<file path="config.mk">
export PLATFORM = sky130hd
export DESIGN_NAME = rvfi_channel_serializer
export DESIGN_NICKNAME = d
export VERILOG_FILES = /design/src/rtl/rvfi_channel_serializer.sv
export SDC_FILE = /design/constraint.sdc
export NUM_CORES = 1
export LEC_CHECK = 0
export BUFFER_PORTS_ARGS = -buffer_cell sky130_fd_sc_hd__buf_2
export CAP_MARGIN = 20
export CORE_ASPECT_RATIO = 1.75
export CORE_MARGIN = 4
export CORE_UTILIZATION = 30
export CTS_CLUSTER_DIAMETER = 50
export DETAILED_ROUTE_END_ITERATION = 10
export PLACE_DENSITY = 0.56
export SLEW_MARGIN = 30
export SYNTH_ARGS = -nofsm -noshare
export SYNTH_HDL_FRONTEND = slang
export SYNTH_SLANG_ARGS = --single-unit
export TNS_END_PERCENT = 30
</file>
<file path="constraint.sdc">
create_clock -name clock -period 13.3 [get_ports clock]
set_input_delay 1.995 -clock clock [delete_from_list [all_inputs] [get_ports clock]]
set_output_delay 1.995 -clock clock [all_outputs]
set_load 0.005 [all_outputs]
</file>
<file path="src/rtl/rvfi_channel_serializer.sv">
// Buffers up to NRET RVFI retirements per cycle and replays them one per cycle, oldest first.
// Optional order-sequence checking is enabled with RVFI_SERIALIZER_ORDER_CHECK_EN.
module rvfi_channel_serializer #(
    parameter int unsigned NRET  = 2,
    parameter int unsigned DEPTH = 8,
    parameter int unsigned DW    = 64,
    localparam int unsigned CW   = (NRET > 1) ? $clog2(NRET) : 1,
    localparam int unsigned CNTW = $clog2(DEPTH + 1)
) (
    input  logic              clock,
    input  logic              reset,
    input  logic [NRET-1:0]   in_valid,
    input  logic [NRET*64-1:0] in_order,
    input  logic [NRET*DW-1:0] in_data,
    output logic              out_valid,
    input  logic              out_ready,
    output logic [63:0]       out_order,
    output logic [DW-1:0]     out_data,
    output logic [CW-1:0]     out_chan,
    output logic [CNTW-1:0]   count,
    output logic              overflow,
    output logic              order_err
);
    localparam int unsigned PW = (DEPTH > 1) ? $clog2(DEPTH) : 1;
    localparam int unsigned NW = $clog2(NRET + 1);

    logic [63:0]   mem_order [DEPTH];
    logic [DW-1:0] mem_data  [DEPTH];
    logic [CW-1:0] mem_chan  [DEPTH];

    logic [PW-1:0]   wr_ptr_q, wr_ptr_d, rd_ptr_q, rd_ptr_d;
    logic [CNTW-1:0] count_q, count_d;
    logic            overflow_q, overflow_d;
    logic [NW-1:0]   npush;
    logic [PW-1:0]   slot_idx [NRET];
    logic            pop, accept;

    assign out_valid = (count_q != '0);
    assign pop       = out_valid && out_ready;
    assign out_order = mem_order[rd_ptr_q];
    assign out_data  = mem_data[rd_ptr_q];
    assign out_chan  = mem_chan[rd_ptr_q];
    assign count     = count_q;
    assign overflow  = overflow_q;

    // Each valid channel lands at wr_ptr plus the number of valid channels below it.
    always_comb begin
        npush = '0;
        for (int i = 0; i < NRET; i++) begin
            slot_idx[i] = PW'((32'(wr_ptr_q) + 32'(npush)) % DEPTH);
            npush       = npush + NW'(in_valid[i]);
        end
    end

    always_comb begin
        accept     = (32'(count_q) + 32'(npush) - 32'(pop)) <= DEPTH;
        rd_ptr_d   = pop ? PW'((32'(rd_ptr_q) + 32'd1) % DEPTH) : rd_ptr_q;
        wr_ptr_d   = accept ? PW'((32'(wr_ptr_q) + 32'(npush)) % DEPTH) : wr_ptr_q;
        count_d    = count_q - CNTW'(pop) + (accept ? CNTW'(npush) : CNTW'(0));
        overflow_d = overflow_q | ((npush != '0) && !accept);
    end

    always_ff @(posedge clock or posedge reset) begin
        if (reset) begin
            wr_ptr_q   <= '0;
            rd_ptr_q   <= '0;
            count_q    <= '0;
            overflow_q <= 1'b0;
        end else begin
            wr_ptr_q   <= wr_ptr_d;
            rd_ptr_q   <= rd_ptr_d;
            count_q    <= count_d;
            overflow_q <= overflow_d;
        end
    end

    // Storage needs no reset; a rejected group writes nothing.
    always_ff @(posedge clock) begin
        if (accept) begin
            for (int i = 0; i < NRET; i++) begin
                if (in_valid[i]) begin
                    mem_order[slot_idx[i]] <= in_order[i*64 +: 64];
                    mem_data[slot_idx[i]]  <= in_data[i*DW +: DW];
                    mem_chan[slot_idx[i]]  <= CW'(i);
                end
            end
        end
    end

`ifdef RVFI_SERIALIZER_ORDER_CHECK_EN
    logic [63:0] last_order_q, last_order_d;
    logic        seen_q, seen_d, order_err_q, order_err_d;

    always_comb begin
        last_order_d = last_order_q;
        seen_d       = seen_q;
        order_err_d  = order_err_q;
        if (pop) begin
            if (seen_q && (out_order != last_order_q + 64'd1)) order_err_d = 1'b1;
            last_order_d = out_order;
            seen_d       = 1'b1;
        end
    end

    always_ff @(posedge clock or posedge reset) begin
        if (reset) begin
            last_order_q <= '0;
            seen_q       <= 1'b0;
            order_err_q  <= 1'b0;
        end else begin
            last_order_q <= last_order_d;
            seen_q       <= seen_d;
            order_err_q  <= order_err_d;
        end
    end

    assign order_err = order_err_q;
`else
    assign order_err = 1'b0;
`endif

endmodule

</file>
* Yosys cells after proc, flatten, opt, wreduce, memory -nomap -nowiden
Memories as Yosys holds them, arrays and structs flattened.
Index checks and enable logic that the tools add are counted.
** Word-level totals
- Bits in registers :: 11
- Bits in writable memories :: 1032
- Memories :: 3
- Output and inout bits :: 136
- Word-level logic and storage cells :: 29
** Cells by class
- Reductions and logical operators :: 5
- Multiplexer cells :: 7
- Bitwise gates (word level) :: 1
- Order comparisons :: 1
- Add/subtract/negate cells :: 8
** Memories
- mem_data :: depth 8, width 64, rd ports 1, clocked after memory_dff 0, write ports 2, RTL line 28 : logic [DW-1:0] mem_data [DEPTH];
- mem_order :: depth 8, width 64, rd ports 1, clocked after memory_dff 0, write ports 2, RTL line 27 : logic [63:0] mem_order [DEPTH];
- mem_chan :: depth 8, width 1, rd ports 1, clocked after memory_dff 0, write ports 2, RTL line 29 : logic [CW-1:0] mem_chan [DEPTH];
** Operators by type and width (count)
- $le A32 B4 Y1 const B :: 1
- $mux W1 :: 6
- $sub A5 B1 Y6 :: 1
- $add A4 B2 Y5 :: 1
- $add A4 B2 Y4 :: 1
- $reduce_bool A4 Y1 :: 1
- $sub A4 B1 Y4 :: 1
- $add A3 B1 Y3 :: 1
- $add A3 B1 Y3 const B :: 1
- $add A3 B2 Y3 :: 1
- $add A1 B1 Y2 :: 1
- $logic_and A1 B1 Y1 :: 2
- $mux W2 :: 1
- $reduce_bool A2 Y1 :: 1
- $logic_not A1 Y1 :: 1
- $or A1 B1 Y1 :: 1

* Depth between registers and ports, before layout
- Depth after elaboration :: 7
- Mapped depth :: 23
- Gate-level depth less buffers :: 21

* Least setup slack after synthesis
No wires, ideal clock.
- Kind :: input-to-reg
- From :: input in_valid[0]
- To :: memory mem_data[0][0], enable pin
- Setup time :: 0.658 ns
- Arrival :: 10.482 ns
- Path buffers :: 2
- Stages on the path :: 15
- Data required time :: 12.642 ns
- Path slack :: 2.160 ns
- Path through :: inv_1 -> ha_1 -> inv_1 -> ha_1 -> inv_1 -> ha_1 -> inv_1 -> fa_1 -> nand2b_1 -> a21oi_1 -> xnor2_1 -> buf_2 -> or2_2 -> buf_2 -> a21oi_1
** RTL lines
- start: declaration :: RTL line 12 : input logic [NRET-1:0] in_valid,
- end: declaration :: RTL line 28

==> impl_metrics.csv <==
group,metric,value,unit
sta,relSlewSlack,0.335,
clocking,postCtsSetupRepairBufs,0,
clocking,cts_root_buf,"clkbuf_16",
logic_synthesis,synthesis.area,52100,sq um
clocking,cts.htree.levels,3,
outcome,status,"complete, no violations",
routing,drcViolationCount,0,
global_route,antenna_found_initial,59,
worst_setup_path,cp.arrival,7.48,ns
power_and_ir_drop,cellPowerDensity,207,nW/um^2
routing,vias,28200,
worst_setup_path,cp.required,13.61,ns
die,dieHeight,559,um
die,dieArea,181000,sq um
die,rows,202,
die,start_util,0.301,
logic_synthesis,yosysSeqAreaShare,0.599,
sta,tightestPinTransition,0.998,ns
sta,fin_tns_setup,0,ns
routing,ant_nets,0,
clocking,cts.repair.resized,0,
placed_design,hpwl,82.0,mm
sta,fin_crit,7.17,ns
min_path,min_path_type,"reg -> reg",
sta,skew,0.0264,ns
routing,via_per_inst,5.10,
cells_and_area,finish.utilization,0.348,
die,chipWidth,323,um
die,boundaryPins,397,
global_route,grt_pass1_vias,30800,
worst_setup_path,end_kind,"flip-flop",
logic_synthesis,ys_types,36,
clocking,hold_buffers,0,
global_route,grtUsageTotal,0.164,
clocking,tritoncts,"built",
worst_setup_path,cp_max_fo,46,
sta,rsz0062_at_grt,"no",
logic_synthesis,yosysTopAreaCellShare,0.590,
global_route,grt.overflow.total,0,
cells_and_area,drive_gt1_frac,0.529,
sta,setup_viol,0,
power_and_ir_drop,power_leakage,19.7,nW
sta,finalHoldViolCount,0,
cells_and_area,nNetsFinal,3444,
global_route,grt_first_pass_wirelength,217,mm
logic_synthesis,synthCells,2785,
global_route,grt_max_degree,99,
sta,period_share,0.539,
job,maxCapViolCount,0,
routing,drt_iter0_markers,1883,
clocking,clock-sinks,1043,
logic_synthesis,synth_fp_nets,3068,
sta,slew_violations,0,
cells_and_area,fill_cells,16500,
clocking,clk-insertion-delay-late,0.70,ns
routing,wl_per_cell,27.2,um
worst_setup_path,r2r_setup_slack,6.86,ns
clocking,clock_path_buffers,3,
power_and_ir_drop,worst_ir_drop_vdd,260,uV
logic_synthesis,synth_area_leaders,"edfxtp_1 59%, mux2_2 18%, mux4_2 11%, mux2_1 7.1%, buf_2 0.90%",
clocking,cts_buffers,110,
routing,wirelength,150,mm
logic_synthesis,yosysWarnings,0,
worst_setup_path,critPathKind,"in -> reg",
die,coreArea,173000,sq um
placed_design,io_buffers,395,
sta,clock.fmax,139,MHz
placed_design,gp_congestion,0.723,
logic_synthesis,synth_top_area_cell,"edfxtp_1",
worst_setup_path,start_kind,"input pin",
routing,dr.pass1.iters,5,
logic_synthesis,ys_seq_elements,1043,
cells_and_area,area_delta_synth_final,15.4,%
logic_synthesis,synth.avg_cell_area,18.7,sq um
clocking,clk_pin_slew_worst_paths,0.06,ns
==> power by group <==
| group | total (mW) | internal [mW] | switching (mW) |
|---|---|---|---|
| registers | 4.74 | 4.50 | 0.237 |
| clock network | 3.08 | 1.72 | 1.36 |
| logic | 4.59 | 2.08 | 2.51 |
| total | 12.4 | 8.31 | 4.10 |
==> routing by layer <==
metal | routed length [um] | track usage
met1 | 62600 | 0.207
met2 | 75400 | 0.284
met3 | 8650 | 0.0363
met4 | 3190 | 0.0419
met5 | 318 | 0
==> critical path: stages <==
cell and delay, ns:
buf_2 0.15, inv_1 0.07, ha_1 0.32, inv_1 0.05, ha_1 0.27, inv_1 0.06, ha_1 0.17, inv_1 0.07
fa_1 0.45, xnor2_1 0.16, nor3b_2 0.24, o41ai_4 0.11, buf_4 0.23, or2_2 0.49, a21oi_4 0.18, buf_4 0.69
buf_4 0.82, buf_4 0.77
==> area by class of cell <==
type                            instances  area (sq um)  area share
Sequential cell                      1043         31200       0.519
Multi-Input combinational cell       1527         19800       0.329
Clock buffer                          130          2870      0.0478
Tap cell                             2244          2810      0.0467
Timing Repair Buffer                  455          2630      0.0438
Clock inverter                         70           634      0.0106
Inverter                               24          90.1     0.00150
Antenna cell                           33          82.6     0.00137
==> final timing paths <==
| path | startpoint | end | cells past startpoint |
|---|---|---|---|
| hold / removal | mem_chan[0] | mem_chan[0] | 2 |
| setup reg to reg | count[2] | mem_data[1][32] | 19 |
| min in group asynchronous | reset | rd_ptr_q[2] | 2 |
| setup / recovery | in_valid[0] | mem_data[1][32] | 18 |
| max in group asynchronous | reset | rd_ptr_q[1] | 2 |
| hold reg to reg | mem_chan[0] | mem_chan[0] | 2 |
==> flip-flops by register name, indices dropped and copies added (netlist names) <==
register,cells
count,4
mem_order,512
rd_ptr_q,3
wr_ptr_q,3
mem_chan,8
mem_data,512
overflow,1
==> metrics by stage <==
stage	worst slack, ns	cells	total power, mW	cell area (sq um)	hold WS [ns]
after global placement	5.42	5287	9.49	56400	0.449
after floorplan	2.16	2785	7.85	52100	0.431
after global routing	5.89	5503	13.1	60000	0.490
after CTS	6.16	5492	12.7	60000	0.461
after detailed placement	5.38	5292	9.54	56500	0.452
final	6.13	5526	12.4	60100	0.460
==> cells in the mapped netlist <==
cell	n
clkbuf_1	41
xnor2_1	6
o31ai_1	8
buf_6	37
mux2_1	327
conb_1	1
nor3_1	6
fa_1	3
nor2_1	10
nand2_1	15
ha_1	19
or3_4	3
xor2_1	3
o21bai_1	1
buf_1	11
nor2b_1	2
a21oi_1	11
o211a_1	1
a21o_1	1
dfxtp_1	8
or3_1	1
nand2b_1	5
mux2_2	828
o41ai_2	1
nand3_1	9
inv_1	24
or2_2	1
nand4_1	3
o211ai_1	1
nor3b_2	1
dfrtp_1	11
buf_2	94
buf_4	8
mux4_2	258
edfxtp_1	1024
o21ai_0	2
==> cell usage in the layout, fill, tap and decap left out, drive strengths merged, types with 2 or more instances in the layout <==
master	instances
nor3	6
mux4	258
inv	38
xnor2	6
buf	455
or3	4
bufinv	9
o31ai	8
xor2	3
dfrtp	11
clkinv	45
a21oi	11
nor2b	2
mux2	1155
clkinvlp	2
clkbuf	130
edfxtp	1024
ha	19
nand4	3
nand3	9
nand2b	5
diode	33
fa	3
dfxtp	8
nand2	15
nor2	10
o21ai	2
==> cells by family (layout without fill, tap and decap cells) <==
kind of cell               after synthesis  after routing  synth area share
muxes                                 1413           1413             0.361
DFF                                   1043           1043             0.599
buffers and inverters                  215            679            0.0237
and+or+nand+nor                         56             56           0.00557
AOI/OAI and AO/OA                       26             26           0.00334
adders and majority gates               22             22           0.00572
xor gates and xnor gates                 9              9           0.00151
other                                    1             34         0.0000720
Power figures use the tool's default switching activity.
